[config.mk]
export PLATFORM = sky130hd
export DESIGN_NAME = n_slot_break_dvr
export DESIGN_NICKNAME = d
export VERILOG_FILES = /design/src/rtl/handshake_pkg.sv /design/src/rtl/break_dvr_wrap_ptr.sv /design/src/rtl/n_slot_break_dvr.sv
export SDC_FILE = /design/constraint.sdc
export NUM_CORES = 1
export LEC_CHECK = 0
export BUFFER_PORTS_ARGS = -buffer_cell sky130_fd_sc_hd__buf_2
export CAP_MARGIN = 20
export CORE_MARGIN = 4
export CORE_UTILIZATION = 49
export CTS_BUF_LIST = sky130_fd_sc_hd__clkbuf_8 sky130_fd_sc_hd__clkbuf_16
export DETAILED_ROUTE_END_ITERATION = 10
export GPL_ROUTABILITY_DRIVEN = 1
export PLACE_DENSITY_LB_ADDON = 0.2
export RECOVER_POWER = 50
export SLEW_MARGIN = 5
export SYNTH_ARGS = -nofsm -noshare
export SYNTH_HDL_FRONTEND = slang
export SYNTH_SLANG_ARGS = --single-unit
[constraint.sdc]
create_clock -name clk -period 4.6 [get_ports clk]
set_clock_uncertainty 0.1 [all_clocks]
set_input_delay 0.69 -clock clk [delete_from_list [all_inputs] [get_ports clk]]
set_output_delay 0.69 -clock clk [all_outputs]
set_load 0.02 [all_outputs]
[src/rtl/handshake_pkg.sv]
// Shared width helpers for the handshake buffers. Elastic buffers derive their
// pointer and occupancy widths from their depth with these functions.
package handshake_pkg;

   // Smallest r with 2**r >= value; clog2(1) == 0.
   function automatic int clog2(input int value);
      int result;
      result = 0;
      for (int i = 0; i < 31; i++) begin
         if ((1 << i) < value) result = i + 1;
      end
      return result;
   endfunction

   // A pointer always has at least one bit, even for a single-slot buffer.
   function automatic int ptr_w(input int num_slots);
      int w;
      w = clog2(num_slots);
      return (w < 1) ? 1 : w;
   endfunction

   // Occupancy must represent 0..num_slots inclusive.
   function automatic int cnt_w(input int num_slots);
      return clog2(num_slots + 1);
   endfunction

   function automatic bit is_pow2(input int value);
      return (value > 0) && ((value & (value - 1)) == 0);
   endfunction

endpackage

[src/rtl/break_dvr_wrap_ptr.sv]
// Modulo-NUM_SLOTS circular pointer: advances on inc, wraps from NUM_SLOTS-1 to 0.
// Works for non-power-of-two depths.
module break_dvr_wrap_ptr #(
   parameter int NUM_SLOTS = 2,
   parameter int PTR_W     = 1
) (
   input  logic             clk,
   input  logic             rst,
   input  logic             inc,
   output logic [PTR_W-1:0] ptr
);

   localparam logic [PTR_W-1:0] LAST    = PTR_W'(NUM_SLOTS - 1);
   localparam logic [PTR_W-1:0] PTR_ONE = PTR_W'(1);

   logic [PTR_W-1:0] ptr_next;

   always_comb begin
      ptr_next = ptr;
      if (inc) begin
         if (ptr == LAST) ptr_next = '0;
         else             ptr_next = ptr + PTR_ONE;
      end
   end

   always_ff @(posedge clk) begin
      if (rst) ptr <= '0;
      else     ptr <= ptr_next;
   end

endmodule

[src/rtl/n_slot_break_dvr.sv]
// NUM_SLOTS-deep elastic buffer with registered ins_ready, outs_valid and outs.
// Optional occupancy output enabled by defining N_SLOT_BREAK_DVR_OCCUPANCY_EN.
module n_slot_break_dvr
   import handshake_pkg::*;
#(
   parameter int DATA_WIDTH = 32,
   parameter int NUM_SLOTS  = 2
) (
   input  logic                        clk,
   input  logic                        rst,
   input  logic [DATA_WIDTH-1:0]       ins,
   input  logic                        ins_valid,
   output logic                        ins_ready,
   output logic [DATA_WIDTH-1:0]       outs,
   output logic                        outs_valid,
   input  logic                        outs_ready
`ifdef N_SLOT_BREAK_DVR_OCCUPANCY_EN
   ,
   output logic [cnt_w(NUM_SLOTS)-1:0] occupancy
`endif
);

   localparam int PTR_W = ptr_w(NUM_SLOTS);
   localparam int CNT_W = cnt_w(NUM_SLOTS);
   localparam logic [CNT_W-1:0] FULL_CNT = CNT_W'(NUM_SLOTS);
   localparam logic [CNT_W-1:0] CNT_ONE  = CNT_W'(1);

   logic [PTR_W-1:0] head;
   logic [PTR_W-1:0] tail;
   logic [CNT_W-1:0] count;
   logic [CNT_W-1:0] count_next;
   logic             ready_reg;
   logic             valid_reg;
   logic             push;
   logic             pop;

   // Handshake: a transfer happens on a rising edge where valid and ready are
   // both high. The source keeps valid and data steady until accepted; this
   // buffer holds outs_valid and outs steady until popped. ready/valid here
   // never depend combinationally on the opposite side.
   assign push = ins_valid & ready_reg;
   assign pop  = valid_reg & outs_ready;

   always_comb begin
      count_next = count;
      case ({push, pop})
         2'b10:   count_next = count + CNT_ONE;
         2'b01:   count_next = count - CNT_ONE;
         default: count_next = count;
      endcase
   end

   // Flags are recomputed from the next count so they are pure flops.
   always_ff @(posedge clk) begin
      if (rst) begin
         count     <= '0;
         ready_reg <= 1'b1;
         valid_reg <= 1'b0;
      end else begin
         count     <= count_next;
         ready_reg <= (count_next < FULL_CNT);
         valid_reg <= (count_next != '0);
      end
   end

   break_dvr_wrap_ptr #(
      .NUM_SLOTS (NUM_SLOTS),
      .PTR_W     (PTR_W)
   ) u_head_ptr (
      .clk (clk),
      .rst (rst),
      .inc (pop),
      .ptr (head)
   );

   break_dvr_wrap_ptr #(
      .NUM_SLOTS (NUM_SLOTS),
      .PTR_W     (PTR_W)
   ) u_tail_ptr (
      .clk (clk),
      .rst (rst),
      .inc (push),
      .ptr (tail)
   );

   // Payload storage is not reset; validity is tracked by count alone.
   generate
      if (NUM_SLOTS == 1) begin : g_one_slot
         logic [DATA_WIDTH-1:0] slot;
         always_ff @(posedge clk) begin
            if (push) slot <= ins;
         end
         assign outs = slot;
      end else begin : g_multi_slot
         logic [DATA_WIDTH-1:0] mem [NUM_SLOTS];
         always_ff @(posedge clk) begin
            if (push) mem[tail] <= ins;
         end
         assign outs = mem[head];
      end
   endgenerate

   assign ins_ready  = ready_reg;
   assign outs_valid = valid_reg;

`ifdef N_SLOT_BREAK_DVR_OCCUPANCY_EN
   assign occupancy = count;
`endif

endmodule
; ---- Yosys cells after proc, flatten, opt, wreduce, memory -nomap -nowiden
; Memory sizes are Yosys's and may differ from the RTL's. A register that Yosys moved wholly into a read port is not among the register bits.
; Cells that the tools add are included.
[totals]
input_bits = 36
ff_bits = 6
mem_count = 1
ram_bits = 64
[mem_list]
columns = name, depth, width, rd, rd_clocked_by_memory_dff, write_ports, line_no
row1 = g_multi_slot.mem, 2, 32, 1, 1, 1, n_slot_break_dvr.sv:95  ; logic [DATA_WIDTH-1:0] mem [NUM_SLOTS];
[classes]
n_addsub = 4
magnitude_cmp = 1
muxes = 7
reduce_logical = 1
bitwise_logic = 2
n_eq_ne = 2
[ops]
columns = op, count
row1 = 1-bit 2-to-1 mux, 6
row2 = 2-bit one-hot mux with 2 select lines, 1
row3 = 1-bit adder (second input constant), 2
row4 = 2-bit by 1-bit adder with 2-bit output (second input constant), 1
row5 = 1-bit bitwise AND, 2
row6 = 2-bit by 1-bit == test with 1-bit output (second input constant), 1
row7 = 2-bit == test (second input constant), 1
row8 = 2-bit < comparator (second input constant), 1
row9 = 2-bit nonzero test, 1
row10 = 2-bit by 1-bit subtractor with 2-bit output (second input constant), 1

; ---- Longest topological paths before layout
; Gate-level depths: netlist of the first run.
[depth]
word_depth = 4
depth_mapped = 5
depth_no_buf = 5

; ---- By module
; A second synthesis of the first run with hierarchy kept.
[hier_totals]
cells_unflattened = 128
hier_area_um2 = 2588.7
[by_module_without_submodules]
columns = mod, area_each_um2, n_inst, cells_each
row1 = n_slot_break_dvr, 2523.7, 1, 122
row2 = break_dvr_wrap_ptr, 32.5, 2, 3

; ---- Worst setup path before layout of the first run
; No wires, ideal clock.
[synth_timing]
path_type = input-to-reg
startpoint = input ins_valid
endpoint = memory g_multi_slot.mem[0][0], enable pin
n_path_buf = 0
setup_time_ns = 0.421
path_slack_ns = 1.926
stages = 2
t_arrival_ns = 2.153
cell_sequence = nand2_1 > nor2_1
[synth_via]
elab_chain_len = 3
[synth_rtl]
columns = element, line_no
row1 = "start, declared", n_slot_break_dvr.sv:12  ; input logic ins_valid,
row2 = 1-bit bitwise AND, n_slot_break_dvr.sv:41  ; assign push = ins_valid & ready_reg;
row3 = 1-bit 2-to-1 mux, n_slot_break_dvr.sv:97  ; if (push) mem[tail] <= ins;
row4 = 1-bit 2-to-1 mux (not written as such), n_slot_break_dvr.sv:97
row5 = "end, declared", n_slot_break_dvr.sv:95
; No other way between the ends.

==> metrics.csv, run 1 <==
stage,metric,value,unit
critical_path,worstSetupEndpointType,output pin,
clocking,cts_resized,0,
placed_design,gp_congestion,0.632,
synth,synth_top_area_cell,edfxtp_1,
critical_path,worst_r2r_startpoint,u_tail_ptr.ptr,
min_path,worstHoldPathType,input port to flop,
final_layout,drive_above_1_share,0.314,
power_and_ir_drop,p_leak,1.15,nW
final_layout,register_area,2060,sq um
synth,synth_cells,129,
synth,ys_warn_count,0,
route,drcViolationCount,0,
global_route,grt_pass1_wl,6720,um
critical_path,crit_type,flop to output pin,
route,dr_total_vias,1354,
final_layout,fill_cells,421,
synth,synth_most_common_cell,edfxtp_1,
floorplan,coreArea,5140,sq um
sta,clock.fmax,0.363,GHz
placed_design,io_buffers,69,
sta,hold_violations,0,
global_route,grt_pass1_vias,1450,
route,via_per_inst,4.84,
floorplan,floorplan.initialDensity,0.508,
route,dr.pass1.iters,3,
clocking,holdBufCountCts,0,
power_and_ir_drop,p_per_area,549,nW/um^2
route,drt_iter0_drc,92,
critical_path,rrSetupSlack,2550,ps
clocking,cts_root_buffer,clkbuf_8,
floorplan,ios,70,
final_layout,areaGrowthSynthToFinish,20.5,%
synth,ys_async_sr_fraction,0,
sta,fin_setup_tns,0,ps
final_layout,num_antenna_cells,0,
floorplan,row_count,26,
final_layout,multi_input_area,513,sq um
clocking,insertion_delay,330,ps
synth,synth_seq_cells,71,
clocking,cts_tree,built,
synth,synthesis.nets,166,
run,maxCapViolCount,0,
critical_path,worstSetupStartpointType,flop,
synth,ys_types,18,
sta,slew_viol_final,0,
floorplan,fp.dieH,81.0,um
sta,maxSlewHeadroom,0.0458,
critical_path,rr_worst_depth,1,
clocking,cts_buffers,9,
min_path,hold-path-cell-count,1,
global_route,grt_max_degree,33,
clocking,cts_buffer_depth,2,
final_layout,final_nets,243,
route,wl,4230,um
critical_path,crit_required,3810,ps
sta,period_minus_slack,2750,ps
critical_path,cp_max_fo,19,
status,status,completed,
sta,tightest_slew,1430,ps
min_path,hold_end,g_multi_slot.mem[0][16],
global_route,antenna_found_initial,0,
placed_design,dp_hpwl,2850,um
power_and_ir_drop,p_total,0.00173,W
power_and_ir_drop,ir_drop,0.000308,V
sta,fin_crit_sh,0.599,
clocking,cts_sinks,71,
global_route,grt_util_all_layers,0.142,
floorplan,fp.dieW,81.0,um
clocking,ctsHtreeMaxLevel,3,
synth,synthTopCellsByArea,"edfxtp_1, mux2_1, dfxtp_1, buf_6, nor2_1",
sta,whs,445,ps
synth,synth.cell_area,2610,sq um
synth,synth_edf_count,64,
min_path,min_from,ins[16],
floorplan,dieArea,6560,sq um
sta,rsz0062_at_grt,false,
sta,setup-violations-final,0,
global_route,gr-total-overflow,0,
synth,yosys.area.top_type_share,0.737,
critical_path,arrival,1960,ps
route,ant_nets,0,
route,wl_per_cell,15.1,um
synth,ys_seq_area_frac,0.790,
synth,ys.flop_type,edfxtp_1,
synth,postSynthAreaPerCell,20.2,sq um
clocking,post-cts-setup-buffers,0,
synth,synthTopCellsByCount,"edfxtp_1, mux2_1, dfxtp_1, nor2_1",
clocking,clkSlewWorstSetupHoldPaths,70,ps
critical_path,r2r_end,g_multi_slot.mem[1][6],
[cell type report]
class                      count  share of cell area
sequential                    71               0.656
multi-input combinational     54               0.163
timing repair buffer          70               0.105
clock buffer                   9              0.0394
tap                           70              0.0279
clock inverter                 6             0.00915
[through the flow]
stage | setup slack (ps) | std cells | area (sq um) | util
6_report | 1850 | 280 | 3140 | 0.612
5_1_grt | 1680 | 280 | 3140 | 0.612
4_1_cts | 1790 | 280 | 3170 | 0.617
3_5_place_dp | 2160 | 265 | 3020 | 0.587
3_3_place_gp | 2200 | 265 | 3020 | 0.587
2_1_floorplan | 1930 | 129 | 2610 | -
[layout by cell type (no fill, tap or decap), types with 3 or more instances in the layout]
master    synthesis  final
buf_2             1     50
clkbuf_1          0     19
clkbuf_8          0      9
clkinv_1          0      3
dfxtp_1           7      7
edfxtp_1         64     64
mux2_1           31     31
nor2_1            7      7
xnor2_1           3      3
[kinds of logic after synthesis]
group / Yosys count / synth area share
adders and majority gates: 1 / 0.00480
AOI/OAI and AO/OA: 1 / 0.00288
muxes: 34 / 0.146
DFF: 71 / 0.790
buffers and inverters: 4 / 0.0149
and+or+nand+nor: 13 / 0.0240
xor gates and xnor gates: 5 / 0.0168
[metal layers]
metal,GRT usage,vias up,wire length [um]
met3,0.0377,8,278
met5,0,-,0
met4,0.0760,0,76
met1,0.163,653,1700
met2,0.244,45,2180
li1,-,648,-
[how the worst max path moves through the flow]
| stage | cells past startpoint | to | slack (ps) | start |
|---|---|---|---|---|
| global placement | 3 | outs[6] | 2200 | flop |
| detailed placement | 3 | outs[6] | 2160 | flop |
| CTS | 3 | outs[6] | 1790 | flop |
| global route | 3 | outs[30] | 1680 | flop |
| floorplan | 2 | g_multi_slot.mem[0][0] | 1930 | ins_valid |
| finish | 3 | outs[6] | 1850 | flop |
[flip-flops by register name, indices dropped and copies added, names as in the netlist, named ones only]
name,flops
u_tail_ptr.ptr,1
u_head_ptr.ptr,1
count,2
ins_ready,1
outs_valid,1
g_multi_slot.mem,64
[report_power, final]
group / internal [W] / switching, W / leakage (nW)
clock network: 0.000185 / 0.000203 / 0.0774
logic: 0.000163 / 0.000280 / 0.414
registers: 0.000846 / 0.0000493 / 0.656
[worst max-delay path: stages (launching register included)]
cell and delay [ps]:
dfxtp_1 720, buf_4 390, mux2_1 370, buf_2 160
(Power assumes the default switching activity.)
==> run 2: changes to the inputs <==
--- a/config.mk
+++ b/config.mk
@@ -5,6 +5,7 @@
 export SDC_FILE = /design/constraint.sdc
 export NUM_CORES = 1
 export LEC_CHECK = 0
+export ABC_AREA = 1
 export BUFFER_PORTS_ARGS = -buffer_cell sky130_fd_sc_hd__buf_2
 export CAP_MARGIN = 20
 export CORE_MARGIN = 4
==> constraint.sdc (replaced) <==
create_clock -name clk -period 2.77 [get_ports clk]
set_clock_uncertainty 0.1 [all_clocks]
set_input_delay 0.4155 -clock clk [delete_from_list [all_inputs] [get_ports clk]]
set_output_delay 0.4155 -clock clk [all_outputs]
set_load 0.02 [all_outputs]
==> run 2 against run 1 <==
Die area rose by 4.4%. Final cell count rose by 2.9%. Routed wire length rose by 7.1%. Critical path depth did not move. Worst hold slack got worse by 260 ps. Count of clock-buffer cells in the layout did not move. Register-to-register slack got worse by 1900 ps. Clock power rose by 61%. Total power rose by 63%. First-iteration DRC count fell by 45%. Highest routed layer unchanged.
==> metrics.csv, run 2 <==
stage,metric,value,unit
route,ant_nets,0,
clocking,cts_buffer_depth,2,
placed_design,gp_congestion,0.627,
sta,period_minus_slack,2200,ps
sta,maxSlewHeadroom,0.143,
final_layout,fill_cells,417,
critical_path,crit_required,2250,ps
placed_design,preCtsSetupSlack,886,ps
synth,synth_cells,136,
critical_path,arrival,1680,ps
sta,slew_viol_final,0,
route,via_per_inst,4.81,
final_layout,final_nets,252,
clocking,holdBufCountCts,0,
placed_design,placed_area,3160,sq um
synth,postSynthAreaPerCell,20.1,sq um
final_layout,register_area,2060,sq um
floorplan,coreArea,5270,sq um
global_route,antenna_found_initial,0,
critical_path,slowest_delay,620,ps
clocking,ctsHtreeMaxLevel,3,
global_route,grt_max_degree,34,
clocking,cts_resized,0,
synth,synth_most_common_cell,edfxtp_1,
synth,synth_edf_count,64,
floorplan,fp.dieW,82.7,um
synth,synthTopCellsByCount,"edfxtp_1, mux2_4, inv_1, nand2_1, dfxtp_1",
global_route,grt_util_all_layers,0.140,
clocking,insertion_delay,320,ps
route,wl,4540,um
clocking,cts_root_buffer,clkbuf_8,
sta,fin_setup_tns,0,ps
synth,synth_seq_cells,71,
floorplan,ios,70,
route,drt_iter0_drc,51,
min_path,worstHoldPathType,input port to flop,
clocking,post-cts-setup-buffers,0,
synth,yosys.area.top_type_share,0.702,
sta,hold_violations,0,
floorplan,dieArea,6850,sq um
synth,synth.cell_area,2740,sq um
final_layout,stdcell_count,288,
placed_design,dp_hpwl,3250,um
global_route,gr-total-overflow,0,
clocking,cts_buffers,9,
critical_path,worstSetupStartpointType,flop,
final_layout,largest_reg_flops,64,
synth,ys_warn_count,0,
route,wl_per_cell,15.7,um
clocking,clkSlewWorstSetupHoldPaths,70,ps
clocking,cts_sinks,71,
sta,fin_crit_sh,0.794,
sta,fin_ws,570,ps
final_layout,design_area,3280,sq um
synth,synthTopCellsByArea,"edfxtp_1, mux2_4, dfxtp_1, buf_12, inv_1",
critical_path,crit_path_top_delay_cell,dfxtp_2,
sta,rsz0062_at_grt,false,
synth,synth_top_area_cell,edfxtp_1,
route,drcViolationCount,0,
floorplan,row_count,26,
clocking,cts_tree,built,
power_and_ir_drop,ir_drop,0.000509,V
final_layout,final_cell_mix,"edfxtp_1, buf_2, mux2_4, clkbuf_1, inv_1",
floorplan,floorplan.initialDensity,0.519,
global_route,grt_pass1_vias,1465,
status,status,completed,
final_layout,multi_input_area,578,sq um
placed_design,io_buffers,69,
synth,ys_types,15,
sta,clock.fmax,0.455,GHz
route,dr_total_vias,1386,
floorplan,fp.dieH,82.7,um
placed_design,numPlacedInstances,274,
final_layout,areaGrowthSynthToFinish,19.7,%
final_layout,drive_above_1_share,0.454,
synth,ys.flop_type,edfxtp_1,
synth,ys_async_sr_fraction,0,
final_layout,num_antenna_cells,0,
power_and_ir_drop,p_per_area,861,nW/um^2
sta,whs,182,ps
synth,synthesis.nets,173,
synth,ys_seq_area_frac,0.753,
critical_path,worstPathCellList,buf_12 > mux2_4 > buf_2,
run,maxCapViolCount,0,
sta,tightest_slew,1280,ps
route,dr.pass1.iters,4,
sta,setup-violations-final,0,
critical_path,worstSetupEndpointType,output pin,
global_route,grt_pass1_wl,6760,um
final_layout,final_common_cell,edfxtp_1,
critical_path,cp_max_fo,19,
power_and_ir_drop,p_leak,1.31,nW
critical_path,crit_type,flop to output pin,
final_layout,top_register,g_multi_slot.mem,
final_layout,reg.largest.list,"g_multi_slot.mem x64, count x2",
-- run 2: changes by cell type in the layout (fill, tap and decap cells not counted), moves of 2 or more --
cell / previous run / this run
nand3_1: 0 / 3
nor2_1: 7 / 3
xnor2_1: 3 / 0
mux2_4: 0 / 30
clkinv_1: 3 / 0
inv_1: 0 / 12
nand2_1: 1 / 8
buf_12: 0 / 2
mux2_1: 31 / 0
-- run 2: area by class of cell --
cell class / count / share of cell area
inverters: 9 / 0.0103
repair buffers: 72 / 0.112
well taps: 70 / 0.0267
flip-flops and latches: 71 / 0.630
multi-input cells: 52 / 0.176
clock inverters: 5 / 0.00649
clock buffers: 9 / 0.0378
-- run 2: final timing paths --
kind / from / slack (ps) / end / cells past startpoint
worst max register to register: ins_ready / 610 / g_multi_slot.mem[0][31] / 3
worst max-delay path: flop / 570 / outs[24] / 3
worst min-delay path: ins[19] / 180 / g_multi_slot.mem[0][19] / 1
worst min register to register: u_head_ptr.ptr / 420 / flop / 2
-- run 2: logic make-up after synthesis --
| kind of cell | Yosys count | share of synthesized area |
|---|---|---|
| flip-flops | 71 | 0.753 |
| multiplexers | 32 | 0.173 |
| AND/OR/NAND/NOR | 17 | 0.0260 |
| buffers and inverters | 13 | 0.0384 |
| AO/OA/AOI/OAI | 1 | 0.00183 |
| XOR/XNOR | 1 | 0.00320 |
| adder cells (fa/ha/maj) | 1 | 0.00457 |
-- run 2: routing by layer --
layer,wire [um],GRT usage
met3,270,0.0336
met2,2490,0.248
met4,76,0.0833
met1,1700,0.151
met5,0,0
-- run 2: where the power goes --
part / internal [W] / leakage (nW) / switching (W) / total [W]
clock: 0.000302 / 0.0885 / 0.000323 / 0.000625
sequential: 0.00134 / 0.656 / 0.0000729 / 0.00141
combinational: 0.000358 / 0.565 / 0.000430 / 0.000787
total: 0.00199 / 1.31 / 0.000826 / 0.00282
-- run 2: worst max-delay path: cells and delay by family, from the launching register on --
family	cells	cell delay, ps
buf+inv	2	410
mux	1	320
flops	1	620
-- run 2: through the flow --
step / utilization / power (W)
3_3_place_gp: 0.600 / 0.00221
2_1_floorplan: - / 0.00203
6_report: 0.622 / 0.00282
3_5_place_dp: 0.600 / 0.00224
5_1_grt: 0.622 / 0.00296
4_1_cts: 0.628 / 0.00286
